==> src/rtl/VX_gpu_pkg.sv <==
// Shared GPU core types: branch resolution event and queue depth.
// Used by the branch resolver and its per-block event queues.
package VX_gpu_pkg;

  localparam int NUM_WARPS     = 8;
  localparam int NW_BITS       = (NUM_WARPS > 1) ? $clog2(NUM_WARPS) : 1;
  localparam int PC_BITS       = 32;
  localparam int BR_FIFO_DEPTH = 8;

  typedef struct packed {
    logic [NW_BITS-1:0] wid;
    logic               taken;
    logic [PC_BITS-1:0] dest;
  } branch_evt_t;

endpackage

==> src/rtl/vx_branch_evt_fifo.sv <==
// Single-clock show-ahead queue of branch events with async reset.
// Pushes when full and pops when empty are ignored.
module vx_branch_evt_fifo
  import VX_gpu_pkg::*;
#(
  parameter int DEPTH = BR_FIFO_DEPTH,
  parameter int CW    = $clog2(DEPTH + 1)
) (
  input  logic          clk,
  input  logic          reset,
  input  logic          push,
  input  branch_evt_t   din,
  input  logic          pop,
  output branch_evt_t   dout,
  output logic          full,
  output logic          empty,
  output logic [CW-1:0] count
);

  localparam int AW = (DEPTH > 1) ? $clog2(DEPTH) : 1;

  branch_evt_t     mem [DEPTH];
  logic [AW-1:0]   rd_ptr;
  logic [AW-1:0]   wr_ptr;
  logic            do_push;
  logic            do_pop;

  function automatic logic [AW-1:0] nxt_ptr(input logic [AW-1:0] p);
    return (p == AW'(DEPTH - 1)) ? '0 : p + AW'(1);
  endfunction

  assign do_push = push && !full;
  assign do_pop  = pop && !empty;

  always_ff @(posedge clk) begin
    if (do_push) mem[wr_ptr] <= din;
  end

  always_ff @(posedge clk or posedge reset) begin
    if (reset) begin
      rd_ptr <= '0;
      wr_ptr <= '0;
      count  <= '0;
    end else begin
      if (do_push) wr_ptr <= nxt_ptr(wr_ptr);
      if (do_pop)  rd_ptr <= nxt_ptr(rd_ptr);
      if (do_push && !do_pop)      count <= count + CW'(1);
      else if (do_pop && !do_push) count <= count - CW'(1);
    end
  end

  assign dout  = mem[rd_ptr];
  assign full  = (count == CW'(DEPTH));
  assign empty = (count == '0);

endmodule

==> src/rtl/vx_branch_resolver.sv <==
// Serialises per-block branch resolutions into one PC-update stream.
// Optional BRANCH_RESOLVER_STATS_EN adds taken/not-taken fire counters.
module vx_branch_resolver
  import VX_gpu_pkg::*;
#(
  parameter int NUM_BLOCKS = 2,
  parameter int FIFO_DEPTH = BR_FIFO_DEPTH
) (
  input  logic                          clk,
  input  logic                          reset,
  input  logic [NUM_BLOCKS-1:0]         br_valid,
  input  logic [NUM_BLOCKS*NW_BITS-1:0] br_wid,
  input  logic [NUM_BLOCKS-1:0]         br_taken,
  input  logic [NUM_BLOCKS*PC_BITS-1:0] br_dest,
  input  logic                          issue_valid,
  input  logic [NW_BITS-1:0]            issue_wid,
  output logic                          upd_valid,
  output logic [NW_BITS-1:0]            upd_wid,
  output logic                          upd_taken,
  output logic [PC_BITS-1:0]            upd_pc,
  input  logic                          upd_ready,
`ifdef BRANCH_RESOLVER_STATS_EN
  output logic [31:0]                   perf_taken,
  output logic [31:0]                   perf_not_taken,
`endif
  output logic [NUM_WARPS-1:0]          stall_mask,
  output logic                          err_spurious,
  output logic                          err_overflow
);

  localparam int BW = (NUM_BLOCKS > 1) ? $clog2(NUM_BLOCKS) : 1;
  localparam int CW = $clog2(FIFO_DEPTH + 1);

  branch_evt_t           in_evt [NUM_BLOCKS];
  branch_evt_t           q_head [NUM_BLOCKS];
  branch_evt_t           head   [NUM_BLOCKS];
  logic [CW-1:0]         count  [NUM_BLOCKS];
  logic [NUM_BLOCKS-1:0] full;
  logic [NUM_BLOCKS-1:0] empty;
  logic [NUM_BLOCKS-1:0] req;
  logic [NUM_BLOCKS-1:0] push;
  logic [NUM_BLOCKS-1:0] pop;
  logic [NUM_BLOCKS-1:0] bypass;

  logic [BW-1:0]         rr_ptr;
  logic [BW-1:0]         win_idx;
  logic                  win_found;
  logic                  fire;
  logic                  load;
  branch_evt_t           sel;
  logic [NUM_WARPS-1:0]  mask_nxt;

  assign fire = upd_valid && upd_ready;
  assign load = win_found && (!upd_valid || upd_ready);
  assign sel  = head[win_idx];

  for (genvar b = 0; b < NUM_BLOCKS; b++) begin : g_blk
    assign in_evt[b] = '{
      wid:   br_wid[b*NW_BITS +: NW_BITS],
      taken: br_taken[b],
      dest:  br_dest[b*PC_BITS +: PC_BITS]
    };
    // An empty queue competes with its incoming event directly.
    assign req[b]    = (count[b] != '0) || br_valid[b];
    assign head[b]   = empty[b] ? in_evt[b] : q_head[b];
    assign bypass[b] = load && (win_idx == BW'(b)) && empty[b];
    assign pop[b]    = load && (win_idx == BW'(b)) && !empty[b];
    assign push[b]   = br_valid[b] && !full[b] && !bypass[b];

    vx_branch_evt_fifo #(
      .DEPTH (FIFO_DEPTH),
      .CW    (CW)
    ) u_fifo (
      .clk   (clk),
      .reset (reset),
      .push  (push[b]),
      .din   (in_evt[b]),
      .pop   (pop[b]),
      .dout  (q_head[b]),
      .full  (full[b]),
      .empty (empty[b]),
      .count (count[b])
    );
  end

  always_comb begin
    win_found = 1'b0;
    win_idx   = '0;
    for (int i = 0; i < NUM_BLOCKS; i++) begin
      logic [BW-1:0] idx;
      if (int'(rr_ptr) + i >= NUM_BLOCKS)
        idx = BW'(int'(rr_ptr) + i - NUM_BLOCKS);
      else
        idx = BW'(int'(rr_ptr) + i);
      if (!win_found && req[idx]) begin
        win_found = 1'b1;
        win_idx   = idx;
      end
    end
  end

  always_comb begin
    mask_nxt = stall_mask;
    if (fire)        mask_nxt[upd_wid]   = 1'b0;
    if (issue_valid) mask_nxt[issue_wid] = 1'b1;
  end

  always_ff @(posedge clk or posedge reset) begin
    if (reset) begin
      rr_ptr       <= '0;
      upd_valid    <= 1'b0;
      upd_wid      <= '0;
      upd_taken    <= 1'b0;
      upd_pc       <= '0;
      stall_mask   <= '0;
      err_spurious <= 1'b0;
      err_overflow <= 1'b0;
    end else begin
      stall_mask   <= mask_nxt;
      err_overflow <= |(br_valid & full);
      err_spurious <= load && !stall_mask[sel.wid];
      if (load) begin
        upd_valid <= 1'b1;
        upd_wid   <= sel.wid;
        upd_taken <= sel.taken;
        upd_pc    <= sel.dest;
        rr_ptr    <= (win_idx == BW'(NUM_BLOCKS - 1)) ? '0 : win_idx + BW'(1);
      end else if (fire) begin
        upd_valid <= 1'b0;
      end
    end
  end

`ifdef BRANCH_RESOLVER_STATS_EN
  always_ff @(posedge clk or posedge reset) begin
    if (reset) begin
      perf_taken     <= '0;
      perf_not_taken <= '0;
    end else if (fire) begin
      if (upd_taken) perf_taken     <= perf_taken + 32'd1;
      else           perf_not_taken <= perf_not_taken + 32'd1;
    end
  end
`endif

endmodule

==> config.mk <==
export PLATFORM = sky130hd
export DESIGN_NAME = vx_branch_resolver
export DESIGN_NICKNAME = d
export VERILOG_FILES = /design/src/rtl/VX_gpu_pkg.sv /design/src/rtl/vx_branch_evt_fifo.sv /design/src/rtl/vx_branch_resolver.sv
export SDC_FILE = /design/constraint.sdc
export NUM_CORES = 1
export LEC_CHECK = 0
export BUFFER_PORTS_ARGS = -buffer_cell sky130_fd_sc_hd__buf_2
export CAP_MARGIN = 10
export CORE_ASPECT_RATIO = 0.8
export CORE_MARGIN = 4
export CORE_UTILIZATION = 50
export DETAILED_ROUTE_END_ITERATION = 10
export PLACE_DENSITY = 0.72
export RECOVER_POWER = 100
export SYNTH_ARGS = -nofsm -noshare
export SYNTH_HDL_FRONTEND = slang
export SYNTH_SLANG_ARGS = --single-unit
==> constraint.sdc <==
create_clock -name clk -period 4.14 [get_ports clk]
set_input_delay 0.207 -clock clk [delete_from_list [all_inputs] [get_ports clk]]
set_output_delay 0.207 -clock clk [all_outputs]
set_load 0.02 [all_outputs]
==> impl_results.md, run 1 <==
* DRC violation total after the first TritonRoute iteration at between 1000 and 1500
* Vias in the first global route at about 14000
* Crit Path Max Fanout at 10
* Clock buffers created by TritonCTS at 58
* Largest net degree at the start of global routing at between 50 and 60
* Hold/Removal Path Class: input port to flop
* Startpoint type of the worst setup path: flop
* Clock transition time at the flip-flop clock pins of the worst setup and hold paths at 0.06 ns
* Warning count from the yosys run at 0
* Unique cell type count in the Yosys netlist at 47
* Most used standard cells in the synthesized netlist: sky130_fd_sc_hd__edfxtp_1, sky130_fd_sc_hd__mux4_2, sky130_fd_sc_hd__dfrtp_1, sky130_fd_sc_hd__nand2_1, sky130_fd_sc_hd__nor2_1
* Synthesized instance count at between 1000 and 1500
* Max Cap Violations at 2
* Top-Level Pins at roughly 130
* Worst EP required at 4.64 ns
* Share of final-layout standard cells stronger than drive strength 1 at around 22%
* Wire per inst at 25.8 um
* Period utilization at roughly nine tenths
* First-pass GRT wire length at 87.3 mm
* Worst R2R Path Depth at 14
* Post-Place Worst Slack at 0.491 ns
* Cell type with the highest aggregate area in the netlist: sky130_fd_sc_hd__edfxtp_1
* Layout Area Growth over Synthesis at 16.7%
* Worst-case vdd ir drop at ~0.00044 V
* Final net count at between 1500 and 2000
* Worst Max-Slew Pin Slew at between 2 and 2.5 ns
* Insertion delay of the later-clocked pin in the worst-skew pair at 0.63 ns
* Vias per cell at between 5 and 6
* Buffer levels on the longest clock path at 3
* Hold depth at 4
* HPWL after detailed placement at 34.5 mm
* Sinks on Clock Net at 644
* Clock tree from TritonCTS: yes
* Final weighted congestion in routability-driven placement at slightly below 0.8
* Area of the core at 0.0499 mm2
* Net count of the mapped netlist at around 1300
* Data arrival time of the critical path at approximately 4.3 ns
* Setup repair after global routing missed its margin: no
* Proportion of synthesized chip area in sequential cells at between 70% and 80%
* Power per Cell Area at roughly 700 mW/mm2
* Number of endpoints with negative hold slack in the final report at 0
* Worst slew margin relative to its limit at -54.5%
* Die height at between 200 and 250 um
* Placed instance area at about 0.027 mm2
* Total setup violations reported at the end of the flow at 0
* Cell with the most instances after synthesis: sky130_fd_sc_hd__edfxtp_1
* Setup TNS at 0 ns
* Initial Util at approximately half
* Netlist area before placement at between 0.02 and 0.03 mm2
* FMAX at ~0.26 GHz
* Power consumption at between 0.02 and 0.025 W
* Remaining DRCs at 0
* Number of levels in the clock H-tree at 2
* Critical Path Start: g_blk[1].u_fifo.count[1]
* Leakage dissipation at around 10 nW
* WS Path Type: flop to flop
* Post-cts sizing count at 0
* Die Area at 0.0543 mm2
* Shortest period the worst path allows at between 3 and 4 ns
* Post-Route Skew at 0.0156 ns
* Die Width at between 200 and 300 um
* Number of pins with negative max-slew slack in the final report at between 90 and 100
* Top cells by area in the synthesized netlist: sky130_fd_sc_hd__edfxtp_1, sky130_fd_sc_hd__mux4_2, sky130_fd_sc_hd__dfrtp_1
* Post-layout utilization of the core at 59.2%
* Post-synth EDFFs at 576
* Row count at 73
* Avg Synthesized Cell Area at 20.4 um2
* Number of inserted diodes at 0
* Cell area after layout at slightly below 0.03 mm2
* Worst Setup End Kind: flop
* R2r endpoint: g_blk[0].u_fifo.count[3]
* Flip-flop cell with the highest count after synthesis: sky130_fd_sc_hd__edfxtp_1
* Result of the run: complete, but fails checks
* Port buffer count at between 100 and 150
* Global-route total usage across every layer at between 20% and 30%
* Minimum setup slack in the final design at 0.366 ns
* Start of the worst register-to-register path: g_blk[1].u_fifo.count[1]
* Number of iterations in the first detailed-routing pass at 6
* Antenna viol nets, final at 0
* Failing checks: max-capacitance violations, max-slew violations
* Clk root buf: sky130_fd_sc_hd__clkbuf_16
* Total global routing overflow at 0
* Area share of the largest cell type after synthesis at between 60% and 70%
* Reg-to-reg setup timing slack at around 0.37 ns
* Total wire length after detailed routing at 57.4 mm
* Flops & latches, synth at 644
* DR vias at between 10000 and 15000
* Share of synthesized flip-flops with an asynchronous set or reset at roughly a tenth
* Initial antenna violation count at 0
* Fillers at approximately 3700
* End of the critical path: g_blk[0].u_fifo.count[3]
[sequential cells by signal, indices dropped and copies added, names as in the netlist]
name,count
err_overflow,1
err_spurious,1
upd_wid,3
upd_taken,1
rr_ptr,1
stall_mask,8
g_blk.u_fifo.wr_ptr,6
g_blk.u_fifo.mem,576
g_blk.u_fifo.rd_ptr,6
g_blk.u_fifo.count,8
upd_valid,1
upd_pc,32
[worst min-delay path by stage]
stage	startpoint	slack, ns	endpoint
after global placement	reset	0.41	upd_pc[9]
final	issue_wid[1]	0.46	stall_mask[2]
after floorplan	issue_wid[2]	0.30	stall_mask[1]
after detailed placement	reset	0.41	upd_pc[10]
after CTS	reset	0.30	g_blk[0].u_fifo.wr_ptr[0]
after global routing	issue_wid[1]	0.47	stall_mask[6]
[cell usage in the layout (no fill, tap or decap), types with 39 or more instances in the layout]
master / count
sky130_fd_sc_hd__edfxtp_1: 576
sky130_fd_sc_hd__dfrtp_1: 62
sky130_fd_sc_hd__mux2i_1: 42
sky130_fd_sc_hd__nand2_1: 70
sky130_fd_sc_hd__dlygate4sd3_1: 84
sky130_fd_sc_hd__mux4_2: 142
sky130_fd_sc_hd__clkbuf_16: 58
sky130_fd_sc_hd__clkbuf_1: 135
sky130_fd_sc_hd__nor2_1: 47
sky130_fd_sc_hd__mux2_2: 39
[critical path: stages, from the launching register on]
cell and delay (ns):
sky130_fd_sc_hd__dfrtp_1 0.44, sky130_fd_sc_hd__or4_1 0.77, sky130_fd_sc_hd__nor2_1 0.32, sky130_fd_sc_hd__nor2_1 0.15, sky130_fd_sc_hd__nor3_1 0.24, sky130_fd_sc_hd__or2_0 0.31, sky130_fd_sc_hd__clkinv_2 0.14, sky130_fd_sc_hd__ha_1 0.23
sky130_fd_sc_hd__inv_1 0.13, sky130_fd_sc_hd__ha_1 0.24, sky130_fd_sc_hd__a21o_1 0.17, sky130_fd_sc_hd__a21oi_1 0.16, sky130_fd_sc_hd__xnor2_1 0.13, sky130_fd_sc_hd__nor2_1 0.06, sky130_fd_sc_hd__xor2_1 0.14
[through the flow]
| stage | std cells | hold WS [ns] |
|---|---|---|
| floorplan | 1243 | 0.303 |
| global placement | 2027 | 0.405 |
| detailed placement | 2027 | 0.413 |
| CTS | 2221 | 0.303 |
| global route | 2221 | 0.471 |
| finish | 2221 | 0.463 |
[layout make-up]
cell class,count,area [um2],share of cell area [%]
Clock buffer,77,1570,5.33
Clock inverter,33,437,1.48
Inverter,9,37.5,0.127
Multi-Input combinational cell,529,5980,20.2
Sequential cell,644,19000,64.4
Tap cell,675,845,2.86
Timing Repair Buffer,254,1640,5.56
[power by group]
group	switching, W	internal (W)
logic	0.00310	0.00268
registers	0.000885	0.00827
clock network	0.00235	0.00326
[routing by layer]
| layer | track usage (%) | share of wire, % | vias up |
|---|---|---|---|
| li1 | - | - | 5629 |
| met4 | 4.50 | 1.6 | 0 |
| met2 | 34.3 | 49 | 548 |
| met1 | 32.1 | 42 | 6815 |
| met5 | 0 | 0 | - |
| met3 | 3.42 | 7.9 | 66 |
[cell families (layout without fill, tap and decap cells)]
family | Yosys count | count (layout) | synth area share [%]
multiplexers | 223 | 223 | 16.0
AND/OR/NAND/NOR | 172 | 172 | 3.34
XOR/XNOR | 8 | 8 | 0.277
buffers and inverters | 70 | 373 | 1.36
flip-flops | 644 | 644 | 75.1
adder cells (fa/ha/maj) | 16 | 16 | 0.850
AO/OA/AOI/OAI | 110 | 110 | 3.06
[repair_timing]
action                                 4_1_cts  5_1_grt
hold buffers                                84        0
setup buffers                                0        0
endpoints found under the hold margin      655        0
Note: power is estimated with default switching activity, not from simulation.
==> inputs of run 2 (changes only) <==
--- a/config.mk
+++ b/config.mk
@@ -11,8 +11,10 @@
 export CORE_MARGIN = 4
 export CORE_UTILIZATION = 50
 export DETAILED_ROUTE_END_ITERATION = 10
-export PLACE_DENSITY = 0.72
+export PLACE_DENSITY = 0.79
 export RECOVER_POWER = 100
+export SLEW_MARGIN = 5
 export SYNTH_ARGS = -nofsm -noshare
 export SYNTH_HDL_FRONTEND = slang
+export SYNTH_HIERARCHICAL = 1
 export SYNTH_SLANG_ARGS = --single-unit
==> run 2 against run 1 <==
Net effect: the flow finishes with violations (design-rule violations, max-capacitance violations, max-slew violations); register-to-register slack worse by 0.14 ns; area after synthesis up 0.76%; die area rose by 0.73%; combinational power grew 11%; clock-buffer cell count up 1; largest cell class unchanged.
==> impl_results.md, run 2 <==
* Slowest cell on crit path: sky130_fd_sc_hd__nor2_2
* Total wire length after detailed routing at 58.3 mm (+1.6%)
* Final net count at 1551 (-2.6%)
* WS Path Type: flop to flop
* Number of endpoints with negative hold slack in the final report at 0 (unchanged)
* Avg Synthesized Cell Area at 21.2 um2 (+4.2%)
* Critical Path Start: g_blk[1].u_fifo/count[1]
* Most used standard cells in the synthesized netlist: sky130_fd_sc_hd__edfxtp_1, sky130_fd_sc_hd__mux4_2, sky130_fd_sc_hd__mux2_2
* Worst Max-Slew Pin Slew at 3.01 ns (+0.708 ns)
* Leakage dissipation at 9.75 nW (-0.69%)
* FMAX at 0.256 GHz (-3.5%)
* Top Family by Delay on Critical Path: simple AND/OR/NAND/NOR gates
* Register ranked first by flip-flop count: g_blk.u_fifo/mem
* Area of the core at 0.0501 mm2 (+0.37%)
* Post-synth EDFFs at 576 (unchanged)
* Area share of the largest cell type after synthesis at 67.8% (-0.52 points)
* Number of flip-flops under the largest register name at 576 (unchanged)
* Post-layout utilization of the core at 59.1% (about the same)
* Buffer levels on the longest clock path at 3 (unchanged)
* Cell type with the highest aggregate area in the netlist: sky130_fd_sc_hd__edfxtp_1
* Switching power as a share of total power at 31.0% (+0.14 points)
* Vias in the first global route at 13585 (-0.65%)
* Internal power at 0.0146 W (+2.8%)
* Flip-flop cell with the highest count after synthesis: sky130_fd_sc_hd__edfxtp_1
* Setup TNS at 0 ns (unchanged)
* Row count at 73 (unchanged)
* Global-route total usage across every layer at 21.5% (+0.028 points)
* Clock buffers created by TritonCTS at 59 (+1.7%)
* Die Width at 260 um (+0.37%)
* Met2 routed wirelength at 27.8 mm (-0.69%)
* Insertion delay of the later-clocked pin in the worst-skew pair at 0.62 ns (about the same)
* Net count of the mapped netlist at 1299 (-3.1%)
* Initial antenna violation count at 5 (+5)
* Final weighted congestion in routability-driven placement at 0.835 (+5.9%)
* Net switching power of the design at 0.00656 W (+3.5%)
* Clk root buf: sky130_fd_sc_hd__clkbuf_16
* Period utilization at 94.5% (+3.3 points)
* Failing checks: design-rule violations, max-capacitance violations, max-slew violations
* Worst Setup End Kind: flop
* Longest individual stage delay on the worst path at 0.83 ns (+0.06 ns)
* Warning count from the yosys run at 6 (+6)
* Registers with the most flip-flops: g_blk.u_fifo/mem (576), upd_pc (32)
* Met1 Wirelength at 23.2 mm (-2.9%)
* Fillers at 3599 (-1.6%)
* Start of the worst register-to-register path: g_blk[1].u_fifo/count[1]
* Largest net degree at the start of global routing at 63 (+24%)
* Hold/Removal Path Class: input port to async pin
* First-pass GRT wire length at 87.9 mm (+0.70%)
* Post-Place Worst Slack at 0.301 ns (-0.190 ns)
* Most common cell after layout, fill and taps aside: sky130_fd_sc_hd__edfxtp_1
* Proportion of synthesized chip area in sequential cells at 74.5% (-0.57 points)
* Worst-case vdd ir drop at 0.000397 V (-9.3%)
* Worst slew margin relative to its limit at -101% (-46 points)
* DR vias at 13295 (+1.8%)
* Result of the run: complete, but fails checks
* Top cells by area in the synthesized netlist: sky130_fd_sc_hd__edfxtp_1, sky130_fd_sc_hd__mux4_2, sky130_fd_sc_hd__dfrtp_1
* Number of pins with negative max-slew slack in the final report at 155 (+70%)
* Critical Path, Cell by Cell: nor3_1, and2_1, nor4b_1, nor3b_1, nand3_1, nor2_2, clkbuf_4
* Unique cell type count in the Yosys netlist at 52 (+11%)
* DRC violation total after the first TritonRoute iteration at 1638 (+9.6%)
* Max Cap Violations at 3 (+1)
* Startpoint type of the worst setup path: flop
* Logic pwr share at 30.4% (+2.2 points)
* Layout Area Growth over Synthesis at 16.1%
* Wire per inst at 26.7 um (+3.4%)
* Part of the power in registers at 42.9% (-1.7 points)
* Total global routing overflow at 0 (unchanged)
* Initial Util at 50.9% (+0.20 points)
* Port buffer count at 127 (unchanged)
* Netlist area before placement at 0.0255 mm2 (+0.76%)
* Die height at 210 um (+0.36%)
* Die Area at 0.0547 mm2 (+0.73%)
* Total setup violations reported at the end of the flow at 0 (unchanged)
* Sinks on Clock Net at 644 (unchanged)
* Data arrival time of the critical path at 4.16 ns (-0.11 ns)
* Power per Cell Area at 715 mW/mm2 (+2.8%)
* Worst EP required at 4.39 ns (-0.25 ns)
* Number of iterations in the first detailed-routing pass at 11 (+5)
* Post-Route Skew at 0.0249 ns (+0.00937 ns)
* Clock transition time at the flip-flop clock pins of the worst setup and hold paths at 0.06 ns (about the same)
* Clock tree from TritonCTS: yes
* Remaining DRCs at 2 (+2)
* Synthesized instance count at 1202 (-3.3%)
* Number of buffer and inverter instances along the worst setup path at 1 (-1)
* Most frequent cells in the layout: sky130_fd_sc_hd__edfxtp_1, sky130_fd_sc_hd__mux4_2, sky130_fd_sc_hd__clkbuf_1
* Setup repair after global routing missed its margin: no
* Routed wire length on met3 at 5.64 mm (+24%)
* Highest Signal Layer: met5
* Vias per cell at 6.09 (+3.6%)
* Cell with the most instances after synthesis: sky130_fd_sc_hd__edfxtp_1
* Shortest period the worst path allows at 3.91 ns (+0.139 ns)
* Clock power frac at 26.7% (-0.6 points)
* Share of synthesized flip-flops with an asynchronous set or reset at 10.6% (unchanged)
* Antenna viol nets, final at 0 (unchanged)
* Top-Level Pins at 128 (unchanged)
* Number of levels in the clock H-tree at 2 (unchanged)
* Flops & latches, synth at 644 (unchanged)
* HPWL after detailed placement at 35.2 mm (+2.1%)
* Minimum setup slack in the final design at 0.228 ns (-0.139 ns)
* Crit Path Max Fanout at 23 (+13)
* Share of final-layout standard cells stronger than drive strength 1 at 23.4% (+0.97 points)
[run 2: final timing paths]
path / to / slack, ns / cells past startpoint
setup / recovery: g_blk[1].u_fifo/mem[3][8] / 0.23 / 7
hold / removal: g_blk[1].u_fifo/count[3] / 0.22 / 3
setup reg to reg: g_blk[1].u_fifo/mem[3][8] / 0.23 / 7
hold reg to reg: upd_pc[26] / 0.50 / 2
max in group asynchronous: upd_pc[12] / 1.04 / 4
min in group clk: stall_mask[7] / 0.48 / 4
[run 2: what timing repair did]
action | in CTS | in global routing
setup endpoints to repair | 0 | 1
hold endpoints to repair | 672 | 0
hold buffers | 84 | 0
buffers inserted | 0 | 0
resized for setup | 0 | 1
[run 2: power by group through the flow]
| stage | sequential [W] | combinational, W | clock (W) |
|---|---|---|---|
| 6_report | 0.00908 | 0.00642 | 0.00566 |
| 5_1_grt | 0.00919 | 0.00689 | 0.00602 |
| 4_1_cts | 0.00910 | 0.00664 | 0.00574 |
| 3_5_place_dp | 0.00921 | 0.00648 | 0 |
| 3_3_place_gp | 0.00913 | 0.00635 | 0 |
| 2_1_floorplan | 0.00913 | 0.00452 | 0 |
[run 2: area by class of cell]
type,count,area [um2],area share [%]
Inverter,11,41.3,0.139
Sequential cell,644,19000,64.2
Timing Repair Buffer,252,1580,5.33
Clock inverter,32,413,1.39
Multi-Input combinational cell,486,6100,20.6
Tap cell,675,845,2.85
Antenna cell,4,10.0,0.0338
Clock buffer,78,1610,5.44
[run 2: through the flow]
| stage | cell area [um2] | total power [W] | hold slack, ns | instances |
|---|---|---|---|---|
| floorplan | 25500 | 0.0136 | 0.0472 | 1202 |
| global route | 29600 | 0.0221 | 0.253 | 2182 |
| CTS | 30000 | 0.0215 | 0.146 | 2178 |
| finish | 29600 | 0.0212 | 0.221 | 2182 |
| global placement | 27200 | 0.0155 | 0.260 | 1984 |
| detailed placement | 27200 | 0.0157 | 0.255 | 1984 |
[run 2: logic make-up (layout without fill, tap and decap cells)]
kind of cell / after synthesis / in the layout / synth area share (%)
XOR/XNOR: 4 / 4 / 0.137
AO/OA/AOI/OAI: 114 / 114 / 3.73
flip-flops: 644 / 644 / 74.5
AND/OR/NAND/NOR: 111 / 111 / 2.27
buffers and inverters: 72 / 373 / 1.54
adder cells (fa/ha/maj): 16 / 16 / 0.844
other: 0 / 4 / 0
multiplexers: 241 / 241 / 17.0
[run 2: worst register-to-register path: stages (launching register included)]
cell	delay [ns]
sky130_fd_sc_hd__dfrtp_1	0.47
sky130_fd_sc_hd__nor3_1	0.32
sky130_fd_sc_hd__and2_1	0.35
sky130_fd_sc_hd__nor4b_1	0.13
sky130_fd_sc_hd__nor3b_1	0.41
sky130_fd_sc_hd__nand3_1	0.35
sky130_fd_sc_hd__nor2_2	0.83
sky130_fd_sc_hd__clkbuf_4	0.65
[run 2: per-layer routing]
layer | global-route usage, % | vias up
li1 | - | 5583
met1 | 31.7 | 6940
met3 | 4.83 | 101
met4 | 6.59 | 2
met5 | 0 | -
met2 | 32.9 | 669
